[config.mk]
export PLATFORM = sky130hd
export DESIGN_NAME = pipe_stage_reg_flat
export DESIGN_NICKNAME = d
export VERILOG_FILES = /design/src/rtl/pipe_stage_reg_if.sv /design/src/rtl/pipe_stage_reg.sv /design/src/flat_wrapper.sv
export SDC_FILE = /design/constraint.sdc
export NUM_CORES = 1
export LEC_CHECK = 0
export BUFFER_PORTS_ARGS = -buffer_cell sky130_fd_sc_hd__buf_4
export CAP_MARGIN = 15
export CORE_AREA = 2 2 133 135
export DETAILED_ROUTE_END_ITERATION = 6
export DIE_AREA = 0 0 135 137
export PLACE_DENSITY = 0.73
export SLEW_MARGIN = 15
export SYNTH_ARGS = -nofsm -noshare
export SYNTH_HDL_FRONTEND = slang
export SYNTH_SLANG_ARGS = --single-unit
[constraint.sdc]
create_clock -name clk -period 2.2 [get_ports clk]
set_input_delay 0.33 -clock clk [delete_from_list [all_inputs] [get_ports clk]]
set_output_delay 0.33 -clock clk [all_outputs]
set_load 0.02 [all_outputs]
[src/rtl/pipe_stage_reg_if.sv]
// Handshake bundle for pipe_stage_reg: upstream in_*, downstream out_*, flush and bubble count.
// master = surrounding pipeline logic, slave = the stage register itself.
interface pipe_stage_reg_if #(
    parameter int DATA_W     = 32,
    parameter int NUM_FIELDS = 5,
    parameter int CNT_W      = 16
);
    logic                         flush;
    logic                         in_valid;
    logic                         in_ready;
    logic [DATA_W*NUM_FIELDS-1:0] in_data;
    logic                         out_valid;
    logic                         out_ready;
    logic [DATA_W*NUM_FIELDS-1:0] out_data;
    logic [CNT_W-1:0]             bubble_cnt;

    modport master (
        output flush, in_valid, in_data, out_ready,
        input  in_ready, out_valid, out_data, bubble_cnt
    );

    modport slave (
        input  flush, in_valid, in_data, out_ready,
        output in_ready, out_valid, out_data, bubble_cnt
    );
endinterface

[src/rtl/pipe_stage_reg.sv]
// Valid/ready pipeline stage register with flush, zeroed bubbles and a saturating bubble counter.
// Define PIPE_STAGE_SKID_EN to add a one-entry skid buffer that registers in_ready.
module pipe_stage_reg #(
    parameter int DATA_W     = 32,
    parameter int NUM_FIELDS = 5,
    parameter int CNT_W      = 16
) (
    input logic             clk,
    input logic             reset,
    pipe_stage_reg_if.slave bus
);
    localparam int W = DATA_W * NUM_FIELDS;
    localparam logic [CNT_W-1:0] CNT_MAX = '1;

    function automatic logic [CNT_W-1:0] sat_inc(input logic [CNT_W-1:0] v);
        return (v == CNT_MAX) ? v : v + 1'b1;
    endfunction

    logic             vld_p1    = 1'b0;
    logic [W-1:0]     data_p1   = '0;
    logic [CNT_W-1:0] bubble_p1 = '0;

    logic accept;
    logic drain;

    assign accept = bus.in_valid && bus.in_ready;
    assign drain  = vld_p1 && bus.out_ready;

`ifdef PIPE_STAGE_SKID_EN
    // ---- stage p0: skid slot, catches one entry while the main register is stalled
    logic         skid_vld_p0  = 1'b0;
    logic [W-1:0] skid_data_p0 = '0;

    assign bus.in_ready = !skid_vld_p0;

    // ---- stage p1: main register; a waiting skid entry always goes first to keep order
    always_ff @(posedge clk) begin
        if (reset || bus.flush) begin
            vld_p1       <= 1'b0;
            data_p1      <= '0;
            skid_vld_p0  <= 1'b0;
            skid_data_p0 <= '0;
        end else if (!vld_p1 || drain) begin
            if (skid_vld_p0) begin
                vld_p1       <= 1'b1;
                data_p1      <= skid_data_p0;
                skid_vld_p0  <= 1'b0;
                skid_data_p0 <= '0;
            end else if (accept) begin
                vld_p1  <= 1'b1;
                data_p1 <= bus.in_data;
            end else begin
                vld_p1  <= 1'b0;
                data_p1 <= '0;
            end
        end else if (accept) begin
            skid_vld_p0  <= 1'b1;
            skid_data_p0 <= bus.in_data;
        end
    end
`else
    assign bus.in_ready = !vld_p1 || bus.out_ready;

    // ---- stage p1: main register; drained slots are zeroed so a bubble reads as NOP
    always_ff @(posedge clk) begin
        if (reset || bus.flush) begin
            vld_p1  <= 1'b0;
            data_p1 <= '0;
        end else if (accept) begin
            vld_p1  <= 1'b1;
            data_p1 <= bus.in_data;
        end else if (drain) begin
            vld_p1  <= 1'b0;
            data_p1 <= '0;
        end
    end
`endif

    // A bubble is a cycle where downstream was ready but nothing was offered.
    always_ff @(posedge clk) begin
        if (reset) begin
            bubble_p1 <= '0;
        end else if (!vld_p1 && bus.out_ready) begin
            bubble_p1 <= sat_inc(bubble_p1);
        end
    end

    assign bus.out_valid  = vld_p1;
    assign bus.out_data   = data_p1;
    assign bus.bubble_cnt = bubble_p1;
endmodule

[src/flat_wrapper.sv]
// flat-port wrapper written by rule: the top's interface ports become plain ports
module pipe_stage_reg_flat 
#(
    parameter int DATA_W     = 32,
    parameter int NUM_FIELDS = 5,
    parameter int CNT_W      = 16
)
  (clk, reset, bus_flush, bus_in_valid, bus_in_data, bus_out_ready, bus_in_ready, bus_out_valid, bus_out_data, bus_bubble_cnt);
  pipe_stage_reg_if #(.DATA_W(DATA_W), .NUM_FIELDS(NUM_FIELDS), .CNT_W(CNT_W)) bus_i ();
  input logic clk;
  input logic reset;
  input wire logic [$bits(bus_i.flush)-1:0] bus_flush;
  input wire logic [$bits(bus_i.in_valid)-1:0] bus_in_valid;
  input wire logic [$bits(bus_i.in_data)-1:0] bus_in_data;
  input wire logic [$bits(bus_i.out_ready)-1:0] bus_out_ready;
  output wire logic [$bits(bus_i.in_ready)-1:0] bus_in_ready;
  output wire logic [$bits(bus_i.out_valid)-1:0] bus_out_valid;
  output wire logic [$bits(bus_i.out_data)-1:0] bus_out_data;
  output wire logic [$bits(bus_i.bubble_cnt)-1:0] bus_bubble_cnt;
  assign bus_i.flush = bus_flush;
  assign bus_i.in_valid = bus_in_valid;
  assign bus_i.in_data = bus_in_data;
  assign bus_i.out_ready = bus_out_ready;
  assign bus_in_ready = bus_i.in_ready;
  assign bus_out_valid = bus_i.out_valid;
  assign bus_out_data = bus_i.out_data;
  assign bus_bubble_cnt = bus_i.bubble_cnt;
  pipe_stage_reg #(.DATA_W(DATA_W), .NUM_FIELDS(NUM_FIELDS), .CNT_W(CNT_W)) u_core (.clk(clk), .reset(reset), .bus(bus_i));
endmodule
==> impl_summary.md <==
Worst setup path
For this design, the slowest cell found on the critical path is dfxtp_1. The critical path is of the register to register type. At the worst endpoint, the arrival time is 2140 ps. STA classifies the critical path endpoint as a register. STA classifies the critical path startpoint as a register. The count of buffering cells on the critical path with inverters included is 0. The maximum net fanout on the critical path is 6. The critical path's largest stage delay is 400 ps. Among cell families on the critical path, the largest total delay comes from simple AND/OR/NAND/NOR gates.

The critical path goes through ha_1 -> and4_2 -> nand3_1 -> nor4_1 -> mux2_2. The required arrival time at the worst endpoint is 2510 ps.

Clock network
TritonCTS built the clock tree. The quantity of hold-fixing buffers added after cts is 0. The maximum number of buffers from clock root to sink is 2.

In this run the number of H-tree levels came out at 4. The CTS clock-pin slew for the worst setup and hold paths is 70 ps. Once the clock tree was built, the resizer swapped 0 gates to a different size. TritonCTS created 17 clock buffers. For this design, the sink count on the clock tree is between 150 and 200. The number of setup buffers added after CTS is 0. Clock latency on the worst-skew pair, taken at its later pin, is 430 ps. The root buffer cell is clkbuf_16.

STA
The final hold violation count came to 0. The final critical delay including setup and external delays is 1830 ps. The setup skew after layout is 9.346 ps. The number of pins with negative max-slew slack in the final report came to 0. The final count of negative-setup-slack endpoints is 0. For this run, the top clock speed supported by timing is between 500 and 600 MHz. The final clock period utilization by the worst path is 83.20%. The worst setup margin is about 370 ps. Setup repair after global routing left no endpoint under its margin.

The slew of the pin with the lowest slew margin is 625.4 ps. For the final routed database, the setup TNS stands at 0 ps. Headroom to the max-slew limit came out at 58.30%.

Routing
The count of antenna-violating nets left after detailed routing is 0. The detailed-route via count is 6005. After the first detailed-routing iteration, the DRC count stood at around 470. The vias per cell is 5.059. After detailed routing, the number of remaining DRC violations is 0. The routed length per placed instance is 16.30 um. The first TritonRoute pass finished after 5 iterations.

The routed wire length is around 19000 um.

Cells and area
The number of antenna diodes in the final layout is 0. The library cell used most frequently in the layout, excluding fill and tap cells, is buf_4. The filler cell count in the final layout is roughly 1500. The net count of the finished layout is 1115. Summing all non-filler instances in the final layout gives an area of 9517 um2. The area growth from synthesis to layout is 55.03%.

Excluding fillers, the count of instances in the completed layout stands at between 1000 and 1500. The top cell types in the final layout, fill and taps aside, are 345 x buf_4, 177 x dfxtp_1, 164 x nor2_1, 160 x a22oi_1, 17 x clkbuf_16. The proportion of layout cells with a drive suffix above 1 is 40.75%.

Global routing
After global routing the overflow that remains totals 0. The all-layer global routing usage is 19.77%. The number of antenna violations at the first check in global routing is 0.

The first global-routing pass estimated 28990 um of wire. The largest net degree at the start of global routing is 104. The via count of the first global-routing pass is about 5600.

Synthesis
In this run, synthesis produced a sequential element count of 177. The part of the Yosys area used for sequential elements is 57.73%. The number of cells produced by synthesis is ~640. After synthesis the cells add up to a little over 6000 um2. The most common flop cell mapped by yosys is dfxtp_1. Each instance of the synthesized netlist takes up on average 9.621 um2. The netlist uses 39 different library cells. The count of yosys warnings during synthesis is 0. Counting every net in the synthesized netlist gives 804.

The number of flops mapped to enable cells by yosys is 0. The fraction of registers with async set/reset is 0%.

Place
The number of buffers added on ports is 342. The placed cell area is just under 9000 um2. Once placement completed, the tool counted placed cells totaling around 1200. Detailed placement ended at an HPWL of about 13000 um. The final weighted congestion in routability-driven placement is just over 0.8. The pre-CTS worst setup slack is 364.9 ps.

Floorplan
The full die area is 18500 um2. The boundary pin count is 343. The floorplan has between 40 and 50 rows.

In this run the horizontal extent of the chip is around 140 um. From bottom edge to top edge, the die measures 137 um. The core outline area is around 17000 um2. The effective utilization at floorplan is a little over a third.

Pwr
The highest ir drop seen on vdd is 505.7 uV. Power spread over the standard cell area amounts to 803.6 nW/um2. The analysis attributes to cell leakage a power of 0.004182 uW.

The total power of the final layout is 7648 uW.

Run status
The flow ran to the end, and the final reports show no timing, DRC or antenna violations.

Job
The total of max-cap violations is 0.

Worst hold path
The worst min-delay path class is primary input to register.
-- Yosys cell counts, types with 2 or more instances --
cell type	n	area share [%]
a22oi_1	160	20
nand2_1	3	0.18
nor2_1	164	10
o31ai_1	4	0.49
buf_2	24	2.0
or3_1	6	0.61
nand3_1	5	0.41
a21oi_1	12	0.98
nand4_1	6	0.61
and3_1	2	0.20
or4_1	3	0.37
o21ai_0	7	0.57
nor4_1	2	0.20
dfxtp_1	177	58
inv_1	2	0.12
nor3_1	4	0.33
and4_2	2	0.33
nor2b_1	3	0.31
nand2b_1	2	0.20
clkbuf_1	31	1.9
-- flip-flops by register name, indices dropped and copies added (netlist names) --
register / flops
u_core.bus.out_data: 160
u_core.bus.bubble_cnt: 16
u_core.bus.out_valid: 1
-- area by class of cell --
type	instances	area (um2)	area share, %
clock buffer	19	432.9	4.549
clock inverter	13	219.0	2.301
inverter	2	7.507	0.07889
multi-input combinational	401	2342	24.61
sequential	177	3543	37.23
tap	225	281.5	2.958
timing repair buffer	350	2690	28.27
-- worst reg2reg max path: cells and delay by family, from the launching register on --
kind                       cells  cell delay, ps
DFF                            1             400
and+or+nand+nor                3             710
adders and majority gates      1             240
muxes                          1             370
-- power by group --
part	total, uW	internal, uW	switching [uW]
Sequential	3360	3300	56.4
Combinational	924	457	468
Clock	3370	2040	1330
Total	7650	5800	1850
-- per-stage QoR --
| stage | util [%] | hold WS [ps] |
|---|---|---|
| 2_1_floorplan | - | 459.5 |
| 3_3_place_gp | 51.97 | 478.1 |
| 3_5_place_dp | 51.97 | 486.3 |
| 4_1_cts | 55.80 | 131.4 |
| 5_1_grt | 55.80 | 137.7 |
| 6_report | 55.80 | 143.6 |
-- final timing paths --
kind,cells after the start,endpoint,startpoint,slack [ps]
setup / recovery,5,u_core.bus.bubble_cnt[14],u_core.bus.bubble_cnt[0],370
hold / removal,3,u_core.bus.out_data[137],bus_in_data[137],140
hold reg to reg,2,u_core.bus.out_data[69],u_core.bus.out_data[69],500
setup reg to reg,5,u_core.bus.bubble_cnt[14],u_core.bus.bubble_cnt[0],370
-- cell families (layout without fill, tap and decap cells) --
logic type	count (synthesis)	after routing	share of synthesized area (%)
AOI/OAI and AO/OA	186	186	22.03
muxes	3	3	0.5910
xor gates and xnor gates	1	1	0.1427
DFF	177	177	57.73
adders and majority gates	1	1	0.2038
and+or+nand+nor	210	210	14.90
buffers and inverters	60	384	4.403
-- layer usage --
layer  global-route usage, %  vias to the layer above  wire (um)  part of all wire (%)
met5                       0                        -          0                     0
met4                   8.623                        0        562                   2.9
met3                   6.074                       42       1540                   8.0
met2                   32.18                      259       9638                    50
met1                   24.21                     2790       7610                    39
li1                        -                     2914          -                     -
(Power assumes the default switching activity.)
